## src/rtl/lsu.sv

```systemverilog
// lsu: EX/MEM load/store unit; one req/ack data-bus transaction per memory instruction.
// Define MISALIGN_TRAP_EN to trap misaligned half/word accesses instead of issuing them.
module lsu #(
  parameter int unsigned AW = 32,
  parameter int unsigned DW = 32
) (
  input  logic              clk,
  input  logic              rst_n,
  input  logic              ex_mtype_i,
  input  logic              ex_mem_rw_i,
  input  logic [1:0]        ex_mem_width_i,
  input  logic              ex_mem_rdtype_i,
  input  logic [AW-1:0]     ex_addr_i,
  input  logic [DW-1:0]     ex_wdata_i,
  output logic              lsu_stall_o,
  output logic [DW-1:0]     lsu_rdata_o,
  output logic              lsu_rdata_valid_o,
  output logic              dbus_req_o,
  output logic              dbus_we_o,
  output logic [AW-1:0]     dbus_addr_o,
  output logic [DW/8-1:0]   dbus_be_o,
  output logic [DW-1:0]     dbus_wdata_o,
  input  logic              dbus_ack_i,
  input  logic [DW-1:0]     dbus_rdata_i
`ifdef MISALIGN_TRAP_EN
  ,
  output logic              lsu_misalign_o,
  output logic [AW-1:0]     lsu_bad_addr_o
`endif
);

  localparam int unsigned BW = DW / 8;

  localparam logic [1:0] W_NONE = 2'd0;
  localparam logic [1:0] W_BYTE = 2'd1;
  localparam logic [1:0] W_HALF = 2'd2;
  localparam logic [1:0] W_WORD = 2'd3;

  typedef enum logic [1:0] {
    IDLE = 2'd0,
    REQ  = 2'd1,
    DONE = 2'd2
  } state_t;

  state_t state, state_nxt;

  logic          accept;
  logic          trap_c;
  logic          mis_q;
  logic          rw_q;
  logic          rdtype_q;
  logic [1:0]    width_q;
  logic [1:0]    lane_q;
  logic [BW-1:0] be_c;
  logic [DW-1:0] wdata_c;
  logic [4:0]    shamt;
  logic [DW-1:0] shifted;
  logic [DW-1:0] load_c;

  // Byte enables and lane-replicated store data for the incoming instruction
  always_comb begin
    be_c    = '0;
    wdata_c = ex_wdata_i;
    case (ex_mem_width_i)
      W_BYTE: begin
        be_c    = BW'(4'b0001 << ex_addr_i[1:0]);
        wdata_c = {(DW/8){ex_wdata_i[7:0]}};
      end
      W_HALF: begin
        be_c    = BW'(4'b0011 << {ex_addr_i[1], 1'b0});
        wdata_c = {(DW/16){ex_wdata_i[15:0]}};
      end
      W_WORD: be_c = '1;
      default: ;
    endcase
  end

  // Lane extraction and sign/zero extension of the returned bus word
  always_comb begin
    shamt = '0;
    case (width_q)
      W_BYTE:  shamt = {lane_q, 3'b000};
      W_HALF:  shamt = {lane_q[1], 4'b0000};
      default: ;
    endcase
    shifted = dbus_rdata_i >> shamt;
    load_c  = shifted;
    case (width_q)
      W_BYTE:  load_c = {{(DW-8){~rdtype_q & shifted[7]}}, shifted[7:0]};
      W_HALF:  load_c = {{(DW-16){~rdtype_q & shifted[15]}}, shifted[15:0]};
      default: ;
    endcase
  end

  // Next-state and control outputs
  always_comb begin
    state_nxt         = state;
    accept            = 1'b0;
    lsu_stall_o       = 1'b0;
    dbus_req_o        = 1'b0;
    lsu_rdata_valid_o = 1'b0;
    case (state)
      IDLE: begin
        if (ex_mtype_i && (ex_mem_width_i != W_NONE)) begin
          accept      = 1'b1;
          lsu_stall_o = 1'b1;
          state_nxt   = trap_c ? DONE : REQ;
        end
      end
      REQ: begin
        dbus_req_o  = 1'b1;
        lsu_stall_o = 1'b1;
        if (dbus_ack_i) state_nxt = DONE;
      end
      DONE: begin
        // inputs still hold the finished instruction, so never accept here
        lsu_rdata_valid_o = rw_q & ~mis_q;
        state_nxt         = IDLE;
      end
      default: state_nxt = IDLE;
    endcase
  end

  // State, captured request and load result
  always_ff @(posedge clk) begin
    if (!rst_n) begin
      state        <= IDLE;
      rw_q         <= 1'b0;
      rdtype_q     <= 1'b0;
      width_q      <= W_NONE;
      lane_q       <= 2'b00;
      dbus_we_o    <= 1'b0;
      dbus_addr_o  <= '0;
      dbus_be_o    <= '0;
      dbus_wdata_o <= '0;
      lsu_rdata_o  <= '0;
    end else begin
      state <= state_nxt;
      if (accept) begin
        rw_q         <= ex_mem_rw_i;
        rdtype_q     <= ex_mem_rdtype_i;
        width_q      <= ex_mem_width_i;
        lane_q       <= ex_addr_i[1:0];
        dbus_we_o    <= ~ex_mem_rw_i;
        dbus_addr_o  <= {ex_addr_i[AW-1:2], 2'b00};
        dbus_be_o    <= be_c;
        dbus_wdata_o <= wdata_c;
      end
      if ((state == REQ) && dbus_ack_i && rw_q) lsu_rdata_o <= load_c;
    end
  end

`ifdef MISALIGN_TRAP_EN
  assign trap_c = ((ex_mem_width_i == W_HALF) && ex_addr_i[0]) ||
                  ((ex_mem_width_i == W_WORD) && (ex_addr_i[1:0] != 2'b00));

  assign lsu_misalign_o = (state == DONE) & mis_q;

  // Trap flag for the current instruction and sticky faulting address
  always_ff @(posedge clk) begin
    if (!rst_n) begin
      mis_q          <= 1'b0;
      lsu_bad_addr_o <= '0;
    end else if (accept) begin
      mis_q <= trap_c;
      if (trap_c) lsu_bad_addr_o <= ex_addr_i;
    end
  end
`else
  assign trap_c = 1'b0;
  assign mis_q  = 1'b0;
`endif

endmodule

```

## config.mk

```make
export PLATFORM = sky130hd
export DESIGN_NAME = lsu
export DESIGN_NICKNAME = d
export VERILOG_FILES = /design/src/rtl/lsu.sv
export SDC_FILE = /design/constraint.sdc
export NUM_CORES = 1
export LEC_CHECK = 0
export BUFFER_PORTS_ARGS = -buffer_cell sky130_fd_sc_hd__buf_4
export CAP_MARGIN = 20
export CORE_MARGIN = 4
export CORE_UTILIZATION = 48
export CTS_CLUSTER_DIAMETER = 150
export DETAILED_ROUTE_END_ITERATION = 12
export PLACE_DENSITY_LB_ADDON = 0.12
export SYNTH_ARGS = -nofsm -noshare
export SYNTH_HDL_FRONTEND = slang
export SYNTH_SLANG_ARGS = --single-unit
```

## constraint.sdc

```tcl
create_clock -name clk -period 2.5 [get_ports clk]
set_input_delay 0.5 -clock clk [delete_from_list [all_inputs] [get_ports clk]]
set_output_delay 0.5 -clock clk [all_outputs]
set_load 0.01 [all_outputs]
```

==> flow_summary.toml, run 1 <==
[placed_design]
portBuffers = 205
place.gp.congestion = 0.863
hpwl_um = 10300
place_area_um2 = 6490
place_ws_ns = 0.187

[route]
wl_um = 13900
ant_nets = 0
drcViolationCount = 0
routedWlPerCell_um = 15.6
first_pass_iters = 4
drtIter0Drc = 185
via_count = 4651
via_per_inst = 5.21

[yosys]
ys_seq_area_share_pct = 43.7
avgSynthCellArea_um2 = 8.51
synth_area_um2 = 4900
ys_top_cells_by_area = "dfxtp_1 44%, nand2_1 9.3%, a21boi_0 6.9%, o21ai_0 5.6%, a21oi_1 5.0%"
synth_cells = 576
synth.distinct_cells = 44
async_reset_ff_share_pct = 0
synth_edf_count = 0
synth.top_cell.area_share_pct = 43.7
yosysWarnings = 0
ys.flop_type = "dfxtp_1"
synth_top_area_cell = "dfxtp_1"
synth_seq_cells = 107

[cts]
tritoncts = "built"
cts_sinks = 107
numCtsBuffers = 9
cts_hold_buf = 0
clockBufferDepth = 2
insertion_delay_ns = 0.37
cts.reportedPaths.clkPinSlew_ns = 0.09
htreeDepth = 3
cts-root-buf = "clkbuf_8"
post_cts_buffers = 0
cts_resized = 0

[layout]
n_antenna_cell = 0
drive_gt1_share_pct = 34.1
synthToLayoutAreaGrowth_pct = 36.1
final_cell_area_um2 = 6670
final_common_cell = "buf_4"
nets = 866
final_cell_mix = "216 x buf_4, 122 x nand2_1, 107 x dfxtp_1"
nFillCells = 855

[run_status]
status = "finished, final reports clean"

[floorplanning]
num_io_pins = 208
die_w_um = 109
design.core.area_um2 = 9860
std_cell_rows = 36
initial_core_util_pct = 49.7
dieHeight_um = 109
die_area_um2 = 11900

[sta]
final-hold-violation-count = 0
rsz0062_at_grt = "false"
setup_viol = 0
maxClockFrequency_ghz = 0.434
slew_headroom_pct = 61.2
post-route-period-util_pct = 92.1
clock_skew_ns = 0.00821
finalSetupTns_ns = 0
tightest_slew_ns = 0.579
setup_ws_ns = 0.197
min_period_ns = 2.30
slew_viol_final = 0

[run]
drv_cap = 0

[worst_setup_path]
r2r_start = "width_q[0]"
crit_path_end_kind = "output port"
crit_required_ns = 2.00
worstReg2RegEnd = "lsu_rdata_o[19]"
critPathMostFrequentCell = "buf_4"
crit_chain = "buf_4, inv_1, ha_1, or4b_2, nand2_1, buf_4"
r2r_slack_ns = 0.26
cpPeakStageDelay_ns = 0.68
critical_path_arrival_ns = 1.80
crit_slowest_cell = "or4b_2"
path_max_fanout = 4
crit_type = "primary input to output port"
cp-start-kind = "primary input"
worstRegToRegCells = 7

[min_path]
hp-class = "primary input to flop"
min_to = "dbus_addr_o[30]"
holdPathStages = 3
min_from = "ex_addr_i[30]"

[power]
p_leak_nw = 3.06
p_per_area_nw_per_um2 = 537
vdd_drop_max_mv = 0.310

[grt]
grt_pass1_vias = 4549
grt_overflow = 0
antenna_found_initial = 0
grt_pass1_wl_um = 22100
grt_max_degree = 67
track_usage_pct = 23.4
## critical path, delay by kind of cell
| family | cells | cell delay [ns] |
|---|---|---|
| adders and majority gates | 1 | 0.23 |
| buffers and inverters | 3 | 0.29 |
| and+or+nand+nor | 2 | 0.78 |
## cell usage after synthesis (2+ instances only)
cell type	count
nand2_1	122
dfxtp_1	107
o21ai_0	55
a21oi_1	49
a21boi_0	45
clkbuf_1	33
nor2_1	24
nand2b_1	19
mux2i_1	10
nor2b_1	10
a22o_1	8
a311oi_1	8
nor3b_1	8
a211o_1	7
mux2_2	7
mux4_2	7
buf_2	6
ha_1	6
inv_1	6
a21oi_2	4
and2_1	4
buf_4	4
buf_6	3
and3_1	2
buf_1	2
nor3_1	2
## cell type report
type / instances / area (um2) / area share [%]
clock buffers: 13 / 169 / 2.53
clock inverters: 2 / 10.0 / 0.150
inverters: 7 / 26.3 / 0.394
multi-input cells: 414 / 2520 / 37.7
flip-flops and latches: 107 / 2140 / 32.1
well taps: 133 / 166 / 2.49
repair buffers: 217 / 1640 / 24.6
## power by group
group / leakage (nW) / total, mW / switching (mW) / internal (mW)
clock network: 0.0953 / 1.01 / 0.569 / 0.437
registers: 0.874 / 1.85 / 0.0525 / 1.80
logic: 2.09 / 0.728 / 0.360 / 0.367
total: 3.06 / 3.58 / 0.982 / 2.60
## logic make-up (layout without fill, tap and decap cells)
logic type / count (synthesis) / count (layout) / share of synthesized area (%)
fa+ha+maj: 6 / 6 / 1.53
flops: 107 / 107 / 43.7
simple gates: 199 / 199 / 18.6
other cells: 1 / 2 / 0.0765
mux: 24 / 24 / 6.87
buf+inv: 56 / 239 / 5.23
compound gates: 183 / 183 / 24.0
## layer usage
layer	wire length [um]	part of all wire, %	vias to the layer above	track usage [%]
li1	-	-	2317	-
met1	5650	41	2158	27.4
met2	6870	49	162	41.2
met3	1150	8.3	14	5.86
met4	242	1.7	0	8.39
met5	0	0	-	0
## how the worst max path moves through the flow
stage	depth (start not counted)	slack (ns)	to	from
2_1_floorplan	7	0.27	lsu_stall_o	ex_mem_width_i[0]
3_3_place_gp	6	0.22	lsu_stall_o	ex_mem_width_i[0]
3_5_place_dp	7	0.19	dbus_wdata_o[23]	ex_mem_width_i[0]
4_1_cts	6	0.19	lsu_stall_o	ex_mem_width_i[0]
5_1_grt	7	0.12	lsu_rdata_o[17]	width_q[0]
6_report	6	0.20	lsu_stall_o	ex_mem_width_i[0]
## flip-flops by register name, summed over array words and instances (netlist names), 2 cells and up
register and flops:
lsu_rdata_o 32, lane_q 2, dbus_be_o 4, dbus_wdata_o 32, dbus_addr_o 30, width_q 2
state 2
## per-stage QoR
step / hold slack (ns) / util, % / total power, mW / instances
floorplan: 0.444 / - / 2.25 / 577
global placement: 0.446 / 65.8 / 2.60 / 878
detailed placement: 0.459 / 65.8 / 2.62 / 878
CTS: 0.369 / 67.6 / 3.62 / 893
global route: 0.378 / 67.6 / 3.76 / 893
finish: 0.383 / 67.6 / 3.58 / 893
(Power assumes the default switching activity.)
==> run 2, diff against run 1 <==
Settings changed: CORE_ASPECT_RATIO set to 0.6.
==> run 2 against run 1 <==
  * Cell count rose by 0.22%
  * First-iteration DRC count rose by 72%
  * Largest cell class unchanged
  * Register-to-register slack got worse by 0.05 ns
  * Critical path type unchanged
==> flow_summary.toml, run 2 (same netlist as run 1, synthesis figures left out) <==
[run]
drv_cap = 0

[route]
wl_um = 15100
routedWlPerCell_um = 16.8
first_pass_iters = 5
via_per_inst = 5.34
drcViolationCount = 0
drtIter0Drc = 318
ant_nets = 0
via_count = 4782

[layout]
reg_top3 = "dbus_wdata_o (32), lsu_rdata_o (32), dbus_addr_o (30)"
final_cell_area_um2 = 6770
final_cell_mix = "215 x buf_4, 122 x nand2_1, 107 x dfxtp_1"
drive_gt1_share_pct = 34.1
nFillCells = 836
n_antenna_cell = 0
multi_input_area_um2 = 2520
finalNonFillerCells = 895
synthToLayoutAreaGrowth_pct = 38.1
register_area_um2 = 2140
final_common_cell = "buf_4"
nets = 865

[floorplanning]
design.core.area_um2 = 9910
std_cell_rows = 28
initial_core_util_pct = 49.4
num_io_pins = 208
die_w_um = 138
dieHeight_um = 86.3
die_area_um2 = 11900

[power]
p_comb_share_pct = 19.0
vdd_drop_max_mv = 0.452
p_leak_nw = 3.09
swShare_pct = 27.3
p_seq_share_pct = 46.9
power_switching_mw = 1.08
p_int_mw = 2.87
p_per_area_nw_per_um2 = 584
clkPwrFrac_pct = 34.1

[worst_setup_path]
startpoint = "ex_mem_width_i[0]"
path_max_fanout = 4
cp_top_family = "simple AND/OR/NAND/NOR gates"
crit_slowest_cell = "or4b_2"
cp-start-kind = "primary input"
crit_path_end_kind = "output port"
cpPeakStageDelay_ns = 0.67
critical_path_arrival_ns = 1.81
crit_type = "primary input to output port"
critPathMostFrequentCell = "buf_4"
crit_chain = "buf_4, inv_1, ha_1, or4b_2, nand2_1, buf_4"
r2r_start = "width_q[0]"
cp.buffers_inverters = 3
crit_required_ns = 2.00

[grt]
grt_overflow = 0
track_usage_pct = 24.9
grt_pass1_wl_um = 23900
grt_pass1_vias = 4629
grt_max_degree = 60
antenna_found_initial = 0

[cts]
tritoncts = "built"
cts_hold_buf = 0
insertion_delay_ns = 0.35
post_cts_buffers = 0
cts.reportedPaths.clkPinSlew_ns = 0.07
numCtsBuffers = 9
clockBufferDepth = 2
cts-root-buf = "clkbuf_16"
cts_sinks = 107
htreeDepth = 3
cts_resized = 0

[sta]
finalSetupTns_ns = 0
setup_ws_ns = 0.190
post-route-period-util_pct = 92.4
final-hold-violation-count = 0
min_period_ns = 2.31
maxClockFrequency_ghz = 0.433
tightest_slew_ns = 0.605
setup_viol = 0
clock_skew_ns = 0.00724
slew_headroom_pct = 59.5
slew_viol_final = 0
rsz0062_at_grt = "false"

[placed_design]
portBuffers = 205
hpwl_um = 11300
place_ws_ns = 0.151
place_area_um2 = 6490
place.gp.congestion = 0.895
dp.cells = 879

[min_path]
min_from = "dbus_ack_i"
hp-class = "primary input to flop"

[run_status]
status = "finished, final reports clean"
[run 2: cell types whose count changed in the layout (fill, tap and decap cells not counted)]
cell        change
buf_4           -1
clkbuf_16       +9
clkbuf_8       -11
clkinv_2        -1
clkinv_4        +1
clkinvlp_4      +2
inv_6           +1
[run 2: final cells by class]
| cell class | count | area share, % |
|---|---|---|
| clock buffers | 11 | 3.59 |
| flip-flops and latches | 107 | 31.7 |
| repair buffers | 216 | 24.1 |
| clock inverters | 5 | 0.555 |
| inverters | 7 | 0.388 |
| well taps | 135 | 2.50 |
| multi-input cells | 414 | 37.2 |
[run 2: path summary, 6_finish.rpt]
kind                                         to  slack [ns]  cells past startpoint
worst max-delay path                lsu_stall_o        0.19                      6
worst min-delay path                   state[1]        0.40                      2
worst min register to register   lsu_rdata_o[6]        0.46                      2
worst max register to register  lsu_rdata_o[22]        0.21                      7
[run 2: power by group through the flow]
| stage | logic, mW | registers, mW | clock network (mW) |
|---|---|---|---|
| floorplan | 0.331 | 1.92 | 0 |
| global placement | 0.729 | 1.89 | 0 |
| detailed placement | 0.748 | 1.89 | 0 |
| CTS | 0.750 | 1.85 | 1.37 |
| global route | 0.820 | 1.86 | 1.45 |
| finish | 0.751 | 1.85 | 1.35 |
[run 2: per-layer routing]
layer / vias to the layer above / global-route usage, % / part of all wire, %
li1: 2333 / - / -
met1: 2213 / 35.2 / 46
met2: 214 / 36.4 / 43
met3: 22 / 8.71 / 9.7
met4: 0 / 6.55 / 1.3
met5: - / 0 / 0
[run 2: stage by stage]
stage	hold slack [ns]	power [mW]	util [%]
after floorplan	0.444	2.25	-
after global placement	0.446	2.62	65.4
after detailed placement	0.454	2.64	65.4
after CTS	0.393	3.98	68.3
after global routing	0.398	4.13	68.3
final	0.403	3.95	68.3
